`src/rtl/mem_access_ctrl_pkg.sv`:
```
// Shared definitions for the data-memory initiator: defaults, access constants, FSM states.
package mem_access_ctrl_pkg;

  localparam int ADDR_W_DEF = 16;
  localparam int DATA_W_DEF = 16;

  // Access size and direction encodings as seen on req_byte / req_write.
  localparam logic ACC_BYTE = 1'b1;
  localparam logic ACC_WORD = 1'b0;
  localparam logic OP_STORE = 1'b1;
  localparam logic OP_LOAD  = 1'b0;

  typedef enum logic [2:0] {
    ST_IDLE      = 3'd0,
    ST_RD_ADDR   = 3'd1,
    ST_RD_CAP    = 3'd2,
    ST_WR_SETUP  = 3'd3,
    ST_WR_STROBE = 3'd4,
    ST_WR_HOLD   = 3'd5,
    ST_ERR       = 3'd6
  } state_e;

  // A word access is misaligned when it starts on an odd byte address.
  function automatic logic is_misaligned(input logic byte_acc, input logic addr_lsb);
    return (byte_acc == ACC_WORD) && addr_lsb;
  endfunction

endpackage

```
`src/rtl/mem_access_ctrl_load_extend.sv`:
```
// Load result formatting: word passes through, byte is zero- or sign-extended from bit 7.
module load_extend #(
  parameter int DATA_W = 16
) (
  input  logic [DATA_W-1:0] rdata,
  input  logic              byte_acc,
  input  logic              signed_ext,
  output logic [DATA_W-1:0] result
);

  // Pure combinational extension, shared with the writeback stage.
  always_comb begin
    if (byte_acc) begin
      result = {{(DATA_W-8){signed_ext & rdata[7]}}, rdata[7:0]};
    end else begin
      result = rdata;
    end
  end

endmodule

```
`src/rtl/mem_access_ctrl.sv`:
```
// Initiator side of the data-memory port: sequences address, data and a single-cycle
// write strobe for a level-sensitive memory, and returns load data with a completion pulse.
//
// Handshake: a request transfers on a rising edge where req_valid=1 and req_ready=1.
// req_ready is high exactly in IDLE; the requester holds req_valid and the request fields
// until that edge. resp_valid is a one-cycle pulse in the first IDLE cycle after an access
// completes, and a new request may transfer in that same cycle.
module mem_access_ctrl
  import mem_access_ctrl_pkg::*;
#(
  parameter int ADDR_W       = ADDR_W_DEF,
  parameter int DATA_W       = DATA_W_DEF,
  parameter bit STRICT_ALIGN = 1'b1
) (
  input  logic              clk,
  input  logic              reset,
  input  logic              req_valid,
  output logic              req_ready,
  input  logic              req_write,
  input  logic              req_byte,
  input  logic              req_signed,
  input  logic [ADDR_W-1:0] req_addr,
  input  logic [DATA_W-1:0] req_wdata,
  output logic              resp_valid,
  output logic              resp_err,
  output logic [DATA_W-1:0] resp_rdata,
  output logic [15:0]       access_cnt,
  output logic              mem_write,
  output logic              mem_byte_en,
  output logic [ADDR_W-1:0] mem_addr,
  output logic [DATA_W-1:0] mem_wdata,
  input  logic [DATA_W-1:0] mem_rdata,
  output logic [2:0]        dbg_state
);

  state_e            state_q, state_d;
  logic [ADDR_W-1:0] mem_addr_q, mem_addr_d;
  logic [DATA_W-1:0] mem_wdata_q, mem_wdata_d;
  logic              mem_byte_en_q, mem_byte_en_d;
  logic              mem_write_q, mem_write_d;
  logic              signed_q, signed_d;
  logic              resp_valid_q, resp_valid_d;
  logic              resp_err_q, resp_err_d;
  logic [DATA_W-1:0] resp_rdata_q, resp_rdata_d;
  logic [15:0]       access_cnt_q, access_cnt_d;
  logic [DATA_W-1:0] ext_result;

  // The latched access size/sign drive the extension so the request bus may change freely.
  load_extend #(.DATA_W(DATA_W)) u_load_extend (
    .rdata      (mem_rdata),
    .byte_acc   (mem_byte_en_q),
    .signed_ext (signed_q),
    .result     (ext_result)
  );

  // Next-state and registered-output computation for the access sequencer.
  always_comb begin
    state_d       = state_q;
    mem_addr_d    = mem_addr_q;
    mem_wdata_d   = mem_wdata_q;
    mem_byte_en_d = mem_byte_en_q;
    signed_d      = signed_q;
    mem_write_d   = 1'b0;
    resp_valid_d  = 1'b0;
    resp_err_d    = 1'b0;
    resp_rdata_d  = resp_rdata_q;
    access_cnt_d  = access_cnt_q;
    unique case (state_q)
      ST_IDLE: begin
        if (req_valid) begin
          mem_addr_d    = req_addr;
          mem_byte_en_d = req_byte;
          signed_d      = req_signed;
          mem_wdata_d   = req_byte ? {{(DATA_W-8){1'b0}}, req_wdata[7:0]} : req_wdata;
          if (STRICT_ALIGN && is_misaligned(req_byte, req_addr[0])) begin
            state_d = ST_ERR;
          end else if (req_write == OP_STORE) begin
            state_d = ST_WR_SETUP;
          end else begin
            state_d = ST_RD_ADDR;
          end
        end
      end
      ST_RD_ADDR: begin
        state_d = ST_RD_CAP;
      end
      ST_RD_CAP: begin
        resp_rdata_d = ext_result;
        resp_valid_d = 1'b1;
        access_cnt_d = access_cnt_q + 16'd1;
        state_d      = ST_IDLE;
      end
      ST_WR_SETUP: begin
        // Strobe is a flop output, so it is glitch-free and exactly one cycle wide.
        mem_write_d = 1'b1;
        state_d     = ST_WR_STROBE;
      end
      ST_WR_STROBE: begin
        state_d = ST_WR_HOLD;
      end
      ST_WR_HOLD: begin
        resp_valid_d = 1'b1;
        access_cnt_d = access_cnt_q + 16'd1;
        state_d      = ST_IDLE;
      end
      ST_ERR: begin
        resp_valid_d = 1'b1;
        resp_err_d   = 1'b1;
        state_d      = ST_IDLE;
      end
      default: begin
        state_d = ST_IDLE;
      end
    endcase
  end

  // State and datapath registers; reset abandons any access in flight.
  always_ff @(posedge clk) begin
    if (reset) begin
      state_q       <= ST_IDLE;
      mem_addr_q    <= '0;
      mem_wdata_q   <= '0;
      mem_byte_en_q <= 1'b0;
      signed_q      <= 1'b0;
      mem_write_q   <= 1'b0;
      resp_valid_q  <= 1'b0;
      resp_err_q    <= 1'b0;
      resp_rdata_q  <= '0;
      access_cnt_q  <= '0;
    end else begin
      state_q       <= state_d;
      mem_addr_q    <= mem_addr_d;
      mem_wdata_q   <= mem_wdata_d;
      mem_byte_en_q <= mem_byte_en_d;
      signed_q      <= signed_d;
      mem_write_q   <= mem_write_d;
      resp_valid_q  <= resp_valid_d;
      resp_err_q    <= resp_err_d;
      resp_rdata_q  <= resp_rdata_d;
      access_cnt_q  <= access_cnt_d;
    end
  end

  assign req_ready   = (state_q == ST_IDLE);
  assign resp_valid  = resp_valid_q;
  assign resp_err    = resp_err_q;
  assign resp_rdata  = resp_rdata_q;
  assign access_cnt  = access_cnt_q;
  assign mem_write   = mem_write_q;
  assign mem_byte_en = mem_byte_en_q;
  assign mem_addr    = mem_addr_q;
  assign mem_wdata   = mem_wdata_q;
  assign dbg_state   = state_q;

endmodule

```
`config.mk`:
```
export PLATFORM = sky130hd
export DESIGN_NAME = mem_access_ctrl
export DESIGN_NICKNAME = d
export VERILOG_FILES = /design/src/rtl/mem_access_ctrl_pkg.sv /design/src/rtl/mem_access_ctrl_load_extend.sv /design/src/rtl/mem_access_ctrl.sv
export SDC_FILE = /design/constraint.sdc
export NUM_CORES = 1
export LEC_CHECK = 0
export CELL_PAD_IN_SITES_DETAIL_PLACEMENT = 1
export CELL_PAD_IN_SITES_GLOBAL_PLACEMENT = 1
export CORE_MARGIN = 4
export CORE_UTILIZATION = 29
export DETAILED_ROUTE_END_ITERATION = 6
export PLACE_DENSITY = 0.88
export SLEW_MARGIN = 20
export SYNTH_ARGS = -nofsm -noshare
export SYNTH_HDL_FRONTEND = slang
export SYNTH_HIERARCHICAL = 1
export SYNTH_SLANG_ARGS = --single-unit
```
`constraint.sdc`:
```
create_clock -name clk -period 1.8 [get_ports clk]
set_clock_uncertainty 0.05 [all_clocks]
set_input_delay 0.36 -clock clk [delete_from_list [all_inputs] [get_ports clk]]
set_output_delay 0.36 -clock clk [all_outputs]
set_load 0.01 [all_outputs]
```
==> results by group, run 1 <==
Clocking
  • Worst-case clock buffer depth: 2
  • Reg clk slew, reported paths: 80 ps
  • Worst-Skew Late Latency: 340 ps
  • Clock Sinks: 72
  • Hold Buf Count CTS: 0
  • Clk root buf: clkbuf_8
  • TritonCTS clock tree: yes
  • CTS Buf Count: 9
  • H-tree depth: 3

Power
  • Total power draw: 3880 uW
  • Lkg Pwr: 0.00170 uW
  • VDD IR max: 372 uV
  • Pwr/cell area: 857 nW/um2

Global routing
  • Global route overflow: 0
  • Vias in the first global route: 3108
  • All-Layer GR Usage: 16.9%
  • Initial antenna violation count: 0
  • First-pass GRT wire length: 15.6 mm
  • Largest net degree at the start of global routing: 41

Layout
  • Fin nets: 538
  • Diode count: 0
  • Final Core Density: 46.6%
  • Most frequent cells in the layout: 115 x clkdlybuf4s50_1, 96 x nand2_1, 66 x dfxtp_1
  • Design Area, Final: 4530 um2
  • P&R area growth vs syn: 56.5%
  • Layout cells sized above 1: 9.84%
  • Commonest non-fill, non-tap cell in the layout: clkdlybuf4s50_1

Die
  • Core area: 9730 um2
  • IO Count: 126
  • Initial Utilization: 29.8%
  • Die Wd: 108 um
  • Die Footprint: 11600 um2
  • Core Rows: 36
  • Height of the die: 108 um

Detailed routing
  • DR DRC count: 0
  • Total Wirelength: 9.63 mm
  • Post-DR vias/cell: 4.70
  • Routed Antenna Nets: 0
  • Avg WL per Cell: 15.5 um
  • Vias: 2920
  • Initial DRC count: 77
  • First-pass DRT Iterations: 4

Critical path
  • Worst-path fanout max: 5
  • Arr. time, crit path: 1330 ps
  • Max stage delay cell, worst path: clkdlybuf4s50_1
  • R2R setup slack: 110 ps
  • CP Class: reg2out
  • Startpoint Class: register
  • RR Startpoint: access_cnt[4]$_SDFFE_PP0P_
  • Critical Path Max Stage Delay: 580 ps
  • Critical Path End Type: output port
  • CP top delay family: buffers and inverters
  • R2R cell count: 4
  • CP bufs+invs: 1
  • Cells along the critical path: clkdlybuf4s50_1
  • FF-to-FF End: access_cnt[14]$_SDFFE_PP0P_
  • Required time of the worst setup path: 1390 ps

STA
  • Fin. Hold Viols: 0
  • Setup violations, final: 0
  • Max-slew headroom: 62.4%
  • Final worst-path cycle share: 96.5%
  • Max-slew violation count: 0
  • Setup TNS: 0 ps
  • Achievable Freq: 576 MHz
  • Post-route minimum period: 1740 ps
  • Tightest Pin Transition: 557 ps

Placement
  • Detail Placement HPWL: 7.03 mm
  • Port Buf Inserts: 125
  • GPL Wtd Cong: 0.743
  • Placed instance area: 4310 um2

Synthesis
  • Largest cells by area after synthesis: dfxtp_1 50%, nand2_1 12%, a21oi_1 10%, o21ai_0 2.6%, xor2_1 2.4%
  • Cells after Synth: 357
  • Mean post-synth cell area: 8.11 um2
  • Share of the synthesized area in the top cell type: 49.8%
  • Mapped Nets: 412
  • Synth cell types: 36
  • Seq cells post-synth: 72
  • Netlist Area Pre-Place: 2900 um2
  • Synth warn: 6
  • Post-synthesis sequential area ratio: 49.8%
  • Post-synth top area cell: dfxtp_1

Run
  • Max Cap Viol: 0

Min path
  • Min-Delay Path Depth: 2
  • Worst hold path class: in2reg
  • Worst Hold Endpoint: access_cnt[0]$_SDFFE_PP0P_
  • Min-Delay Startpoint: reset

Status
  • Status: complete, no violations
## repair_timing
| item | 4_1_cts | 5_1_grt |
|---|---|---|
| gates resized for setup | 12 | 7 |
| setup endpoints to repair | 6 | 8 |
| setup buffers | 0 | 0 |
| pin swaps | 1 | 0 |
## per-stage QoR
stage | std cells | setup slack, ps | hold slack [ps]
after floorplan | 357 | 88.2 | 399
after CTS | 621 | 0.476 | 261
final | 621 | 63.3 | 270
after global routing | 621 | -3.54 | 266
after detailed placement | 605 | 76.4 | 397
after global placement | 605 | 134 | 387
## where the power goes
part           total, uW  internal, uW  switching (uW)
Combinational        832           432             399
Clock               1280           640             638
Sequential          1770          1700            70.0
## synth_stat cells
| master | instances |
|---|---|
| buf_1 | 1 |
| o2111ai_1 | 2 |
| buf_4 | 9 |
| nor2b_1 | 3 |
| ha_1 | 1 |
| o31ai_1 | 1 |
| clkbuf_1 | 12 |
| nand4_1 | 1 |
| o211ai_1 | 4 |
| and4_1 | 3 |
| nor3b_4 | 1 |
| buf_2 | 8 |
| and3_1 | 1 |
| a2111oi_0 | 1 |
| nand3_2 | 1 |
| nor2_1 | 12 |
| o2111ai_4 | 1 |
| nor3_1 | 2 |
| mux2i_1 | 1 |
| or3_1 | 6 |
| a22oi_1 | 1 |
| xor2_1 | 8 |
| or4_1 | 1 |
| a21oi_1 | 60 |
| nand3b_1 | 8 |
| dfxtp_1 | 72 |
| and3b_1 | 1 |
| nand3_1 | 4 |
| a22o_1 | 1 |
| o41ai_1 | 1 |
| and2_1 | 3 |
| nand2_1 | 96 |
| nor4_1 | 1 |
| o21ai_1 | 1 |
| inv_1 | 13 |
| o21ai_0 | 15 |
## worst max-delay path by stage
| stage | to | from | cells after the start | slack (ps) |
|---|---|---|---|---|
| 2_1_floorplan | mem_wdata[15]$_SDFFE_PP0P_ | dbg_state[0]$_SDFFE_PP0P_ | 7 | 90 |
| 3_3_place_gp | req_ready | dbg_state[2]$_SDFFE_PP0P_ | 2 | 130 |
| 3_5_place_dp | access_cnt[14]$_SDFFE_PP0P_ | access_cnt[1]$_SDFFE_PP0P_ | 5 | 80 |
| 4_1_cts | access_cnt[3] | access_cnt[3]$_SDFFE_PP0P_ | 2 | 0.5 |
| 5_1_grt | access_cnt[15]$_SDFFE_PP0P_ | access_cnt[4]$_SDFFE_PP0P_ | 4 | -4 |
| 6_report | access_cnt[12] | access_cnt[12]$_SDFFE_PP0P_ | 1 | 60 |
## cell families after synthesis
family	count (synthesis)	synth area share, %
AND/OR/NAND/NOR	144	22.8
AO/OA/AOI/OAI	88	17.1
flip-flops	72	49.8
buffers and inverters	43	7.09
XOR/XNOR	8	2.42
multiplexers	1	0.346
adder cells (fa/ha/maj)	1	0.432
## sequential cells by signal, indices dropped and copies added (netlist names)
signal,flops
mem_write,1
mem_wdata,16
access_cnt,16
resp_rdata,16
resp_err,1
mem_addr,16
dbg_state,3
signed_q,1
mem_byte_en,1
resp_valid,1
## area by class of cell
class,count,area [um2]
fill,1175,5200
sequential,72,1450
timing repair buffer,145,1410
multi-input combinational,242,1260
tap,133,166
clock buffer,9,124
clock inverter,7,72.6
inverter,13,48.8
## routing by layer
| metal | global-route usage (%) | routed length, um |
|---|---|---|
| met2 | 30.9 | 4960 |
| met3 | 5.70 | 684 |
| met5 | 0 | 0 |
| met4 | 5.41 | 118 |
| met1 | 18.4 | 3860 |
No activity file was read; power rests on OpenSTA's default activity.
==> run 2, diff against run 1 <==
--- a/config.mk
+++ b/config.mk
@@ -8,9 +8,9 @@
 export CELL_PAD_IN_SITES_DETAIL_PLACEMENT = 1
 export CELL_PAD_IN_SITES_GLOBAL_PLACEMENT = 1
 export CORE_MARGIN = 4
-export CORE_UTILIZATION = 29
+export CORE_UTILIZATION = 27
 export DETAILED_ROUTE_END_ITERATION = 6
-export PLACE_DENSITY = 0.88
+export PLACE_DENSITY = 0.87
 export SLEW_MARGIN = 20
 export SYNTH_ARGS = -nofsm -noshare
 export SYNTH_HDL_FRONTEND = slang
==> constraint.sdc (replaced) <==
create_clock -name clk -period 1.5 [get_ports clk]
set_clock_uncertainty 0.05 [all_clocks]
set_input_delay 0.3 -clock clk [delete_from_list [all_inputs] [get_ports clk]]
set_output_delay 0.3 -clock clk [all_outputs]
set_load 0.01 [all_outputs]
==> run 2 against run 1 <==
Effect of this change: critical endpoint is now access_cnt[15]$_SDFFE_PP0P_; highest routed layer unchanged; combinational power up 19%; sequential share of layout area down 0.75 points; via count up 2.7%; die area up 6.9%; the flow now finishes with violations (negative setup slack); utilization down 1.7 points; sequential power up 20%; largest power group unchanged; register-to-register slack worse by 230 ps; critical path type is now reg2reg; critical path depth up 3.
==> results by group, run 2 (synthesis results as in run 1) <==
Die
  • Core area: 10400 um2
  • Die Footprint: 12400 um2
  • Height of the die: 112 um
  • Core Rows: 37
  • Initial Utilization: 27.9%
  • Die Wd: 112 um
  • IO Count: 126

Detailed routing
  • Routed Antenna Nets: 0
  • Post-DR vias/cell: 4.69
  • Avg WL per Cell: 15.0 um
  • First-pass DRT Iterations: 4
  • DR DRC count: 0
  • Initial DRC count: 85
  • Vias: 2998
  • Total Wirelength: 9.58 mm

Layout
  • Commonest non-fill, non-tap cell in the layout: nand2_1
  • Diode count: 0
  • Most frequent cells in the layout: 96 x nand2_1, 67 x dlygate4sd2_1, 66 x dfxtp_1
  • Filler cells: 1266
  • Design Area, Final: 4660 um2
  • Fin nets: 553
  • Layout cells sized above 1: 13.9%
  • P&R area growth vs syn: 60.8%
  • FF+latch area: 1460 um2
  • Final Core Density: 44.9%
  • Area of the multi-input gates: 1270 um2

Global routing
  • Global route overflow: 0
  • All-Layer GR Usage: 15.5%
  • Initial antenna violation count: 0
  • Met3 Usage GRT: 6.20%
  • Met2 Track Usage GR: 27.1%
  • Met1 Usage GRT: 17.7%
  • Vias in the first global route: 3229
  • Largest net degree at the start of global routing: 69
  • First-pass GRT wire length: 15.9 mm
  • Busiest layer in global routing: met2

STA
  • Final worst-path cycle share: 108%
  • Final worst slack: -123 ps
  • RSZ-0062 raised after global routing: yes
  • Hold_ws: 316 ps
  • Max-slew violation count: 0
  • Setup violations, final: 7
  • Post-route minimum period: 1620 ps
  • Achievable Freq: 616 MHz
  • Fin. Hold Viols: 0
  • Max-slew headroom: 74.0%
  • Tightest Pin Transition: 388 ps

Critical path
  • Max stage delay cell, worst path: or4_1
  • Required time of the worst setup path: 1710 ps
  • Startpoint Class: register
  • Critical Path Source: dbg_state[2]$_SDFFE_PP0P_
  • Worst-path fanout max: 7
  • Critical Path End Type: register
  • RR Startpoint: dbg_state[2]$_SDFFE_PP0P_
  • Critical Path Max Stage Delay: 430 ps
  • Cells along the critical path: nor3b_4 > o2111ai_4 > or4_1 > a21oi_1
  • CP Class: reg2reg
  • Arr. time, crit path: 1830 ps
  • CP top delay family: simple AND/OR/NAND/NOR gates
  • CP bufs+invs: 0

Power
  • VDD IR max: 498 uV
  • Pwr/cell area: 1030 nW/um2
  • Clock power share: 35.4%
  • Total power draw: 4820 uW
  • Lkg Pwr: 0.00203 uW
  • Sequential power share: 44.0%
  • Switch share: 26.9%
  • Comb power frac: 20.6%
  • Switching power: 1300 uW
  • P_int: 3520 uW

Clocking
  • TritonCTS clock tree: yes
  • Reg clk slew, reported paths: 80 ps
  • Worst-case clock buffer depth: 2
  • Clk root buf: clkbuf_8
  • CTS Buf Count: 9
  • Worst-Skew Late Latency: 340 ps
  • H-tree depth: 3
  • Clock Sinks: 72

Status
  • Status: finished with violations
  • Violated checks: negative setup slack

Min path
  • Min-Delay Startpoint: reset
  • Worst hold path class: in2reg

Placement
  • Port Buf Inserts: 125
  • GPL Wtd Cong: 0.764
  • Placed instance area: 4440 um2
  • Detail Placement HPWL: 6.88 mm
  • Post-place setup slack: -157 ps

Run
  • Max Cap Viol: 0
## run 2: changes by cell type in the layout (fill, tap and decap cells not counted), sizes merged
cell | before | now
dlygate4sd2 | 6 | 67
clkinv | 4 | 1
bufinv | 1 | 2
clkbuf | 9 | 12
dlymetal6s2s | 3 | 0
clkdlybuf4s50 | 115 | 52
buf | 21 | 36
clkdlybuf4s15 | 0 | 4
## run 2: worst reg2reg max path, cell delays in order, from the launching register on
cell and delay, ps:
dfxtp_4 380, nor3b_4 310, o2111ai_4 190, or4_1 430
a21oi_1 180
## run 2: area by class of cell
type	count	area share [%]
clock buffers	11	3.04
inverters	13	1.05
repair buffers	160	32.1
well taps	136	3.65
flip-flops and latches	72	31.3
multi-input cells	242	27.2
clock inverters	5	1.72
## run 2: power groups by stage
| stage | clock (uW) | combinational, uW | sequential [uW] |
|---|---|---|---|
| 2_1_floorplan | 0 | 405 | 2220 |
| 3_3_place_gp | 0 | 1030 | 2160 |
| 4_1_cts | 1770 | 999 | 2120 |
| 6_report | 1700 | 993 | 2120 |
| 3_5_place_dp | 0 | 1060 | 2170 |
| 5_1_grt | 1850 | 1100 | 2140 |
## run 2: repair_timing
| action | in CTS | in global routing |
|---|---|---|
| hold buffers | 0 | 0 |
| setup endpoints to repair | 80 | 26 |
| buffers inserted | 4 | 1 |
| pin swaps | 3 | 2 |
| gates resized for setup | 90 | 8 |
## run 2: stage by stage
| stage | instances | TNS (ps) |
|---|---|---|
| after CTS | 638 | -329 |
| after global placement | 618 | -215 |
| after detailed placement | 618 | -1810 |
| after floorplan | 357 | -623 |
| final | 639 | -347 |
| after global routing | 639 | -1820 |
## run 2: path summary, 6_finish.rpt
| kind | slack [ps] | cells past startpoint | endpoint |
|---|---|---|---|
| worst max-delay path | -120 | 4 | access_cnt[15]$_SDFFE_PP0P_ |
| worst min-delay path | 320 | 3 | resp_err$_SDFF_PP0_ |
| worst max register to register | -120 | 4 | access_cnt[15]$_SDFFE_PP0P_ |
| worst min register to register | 400 | 2 | mem_wdata[8]$_SDFFE_PP0P_ |
## run 2: routing by layer
metal	vias up	part of all wire, %
met5	-	0
met4	0	1.5
met3	11	7.6
met2	85	51
met1	1436	40
li1	1466	-
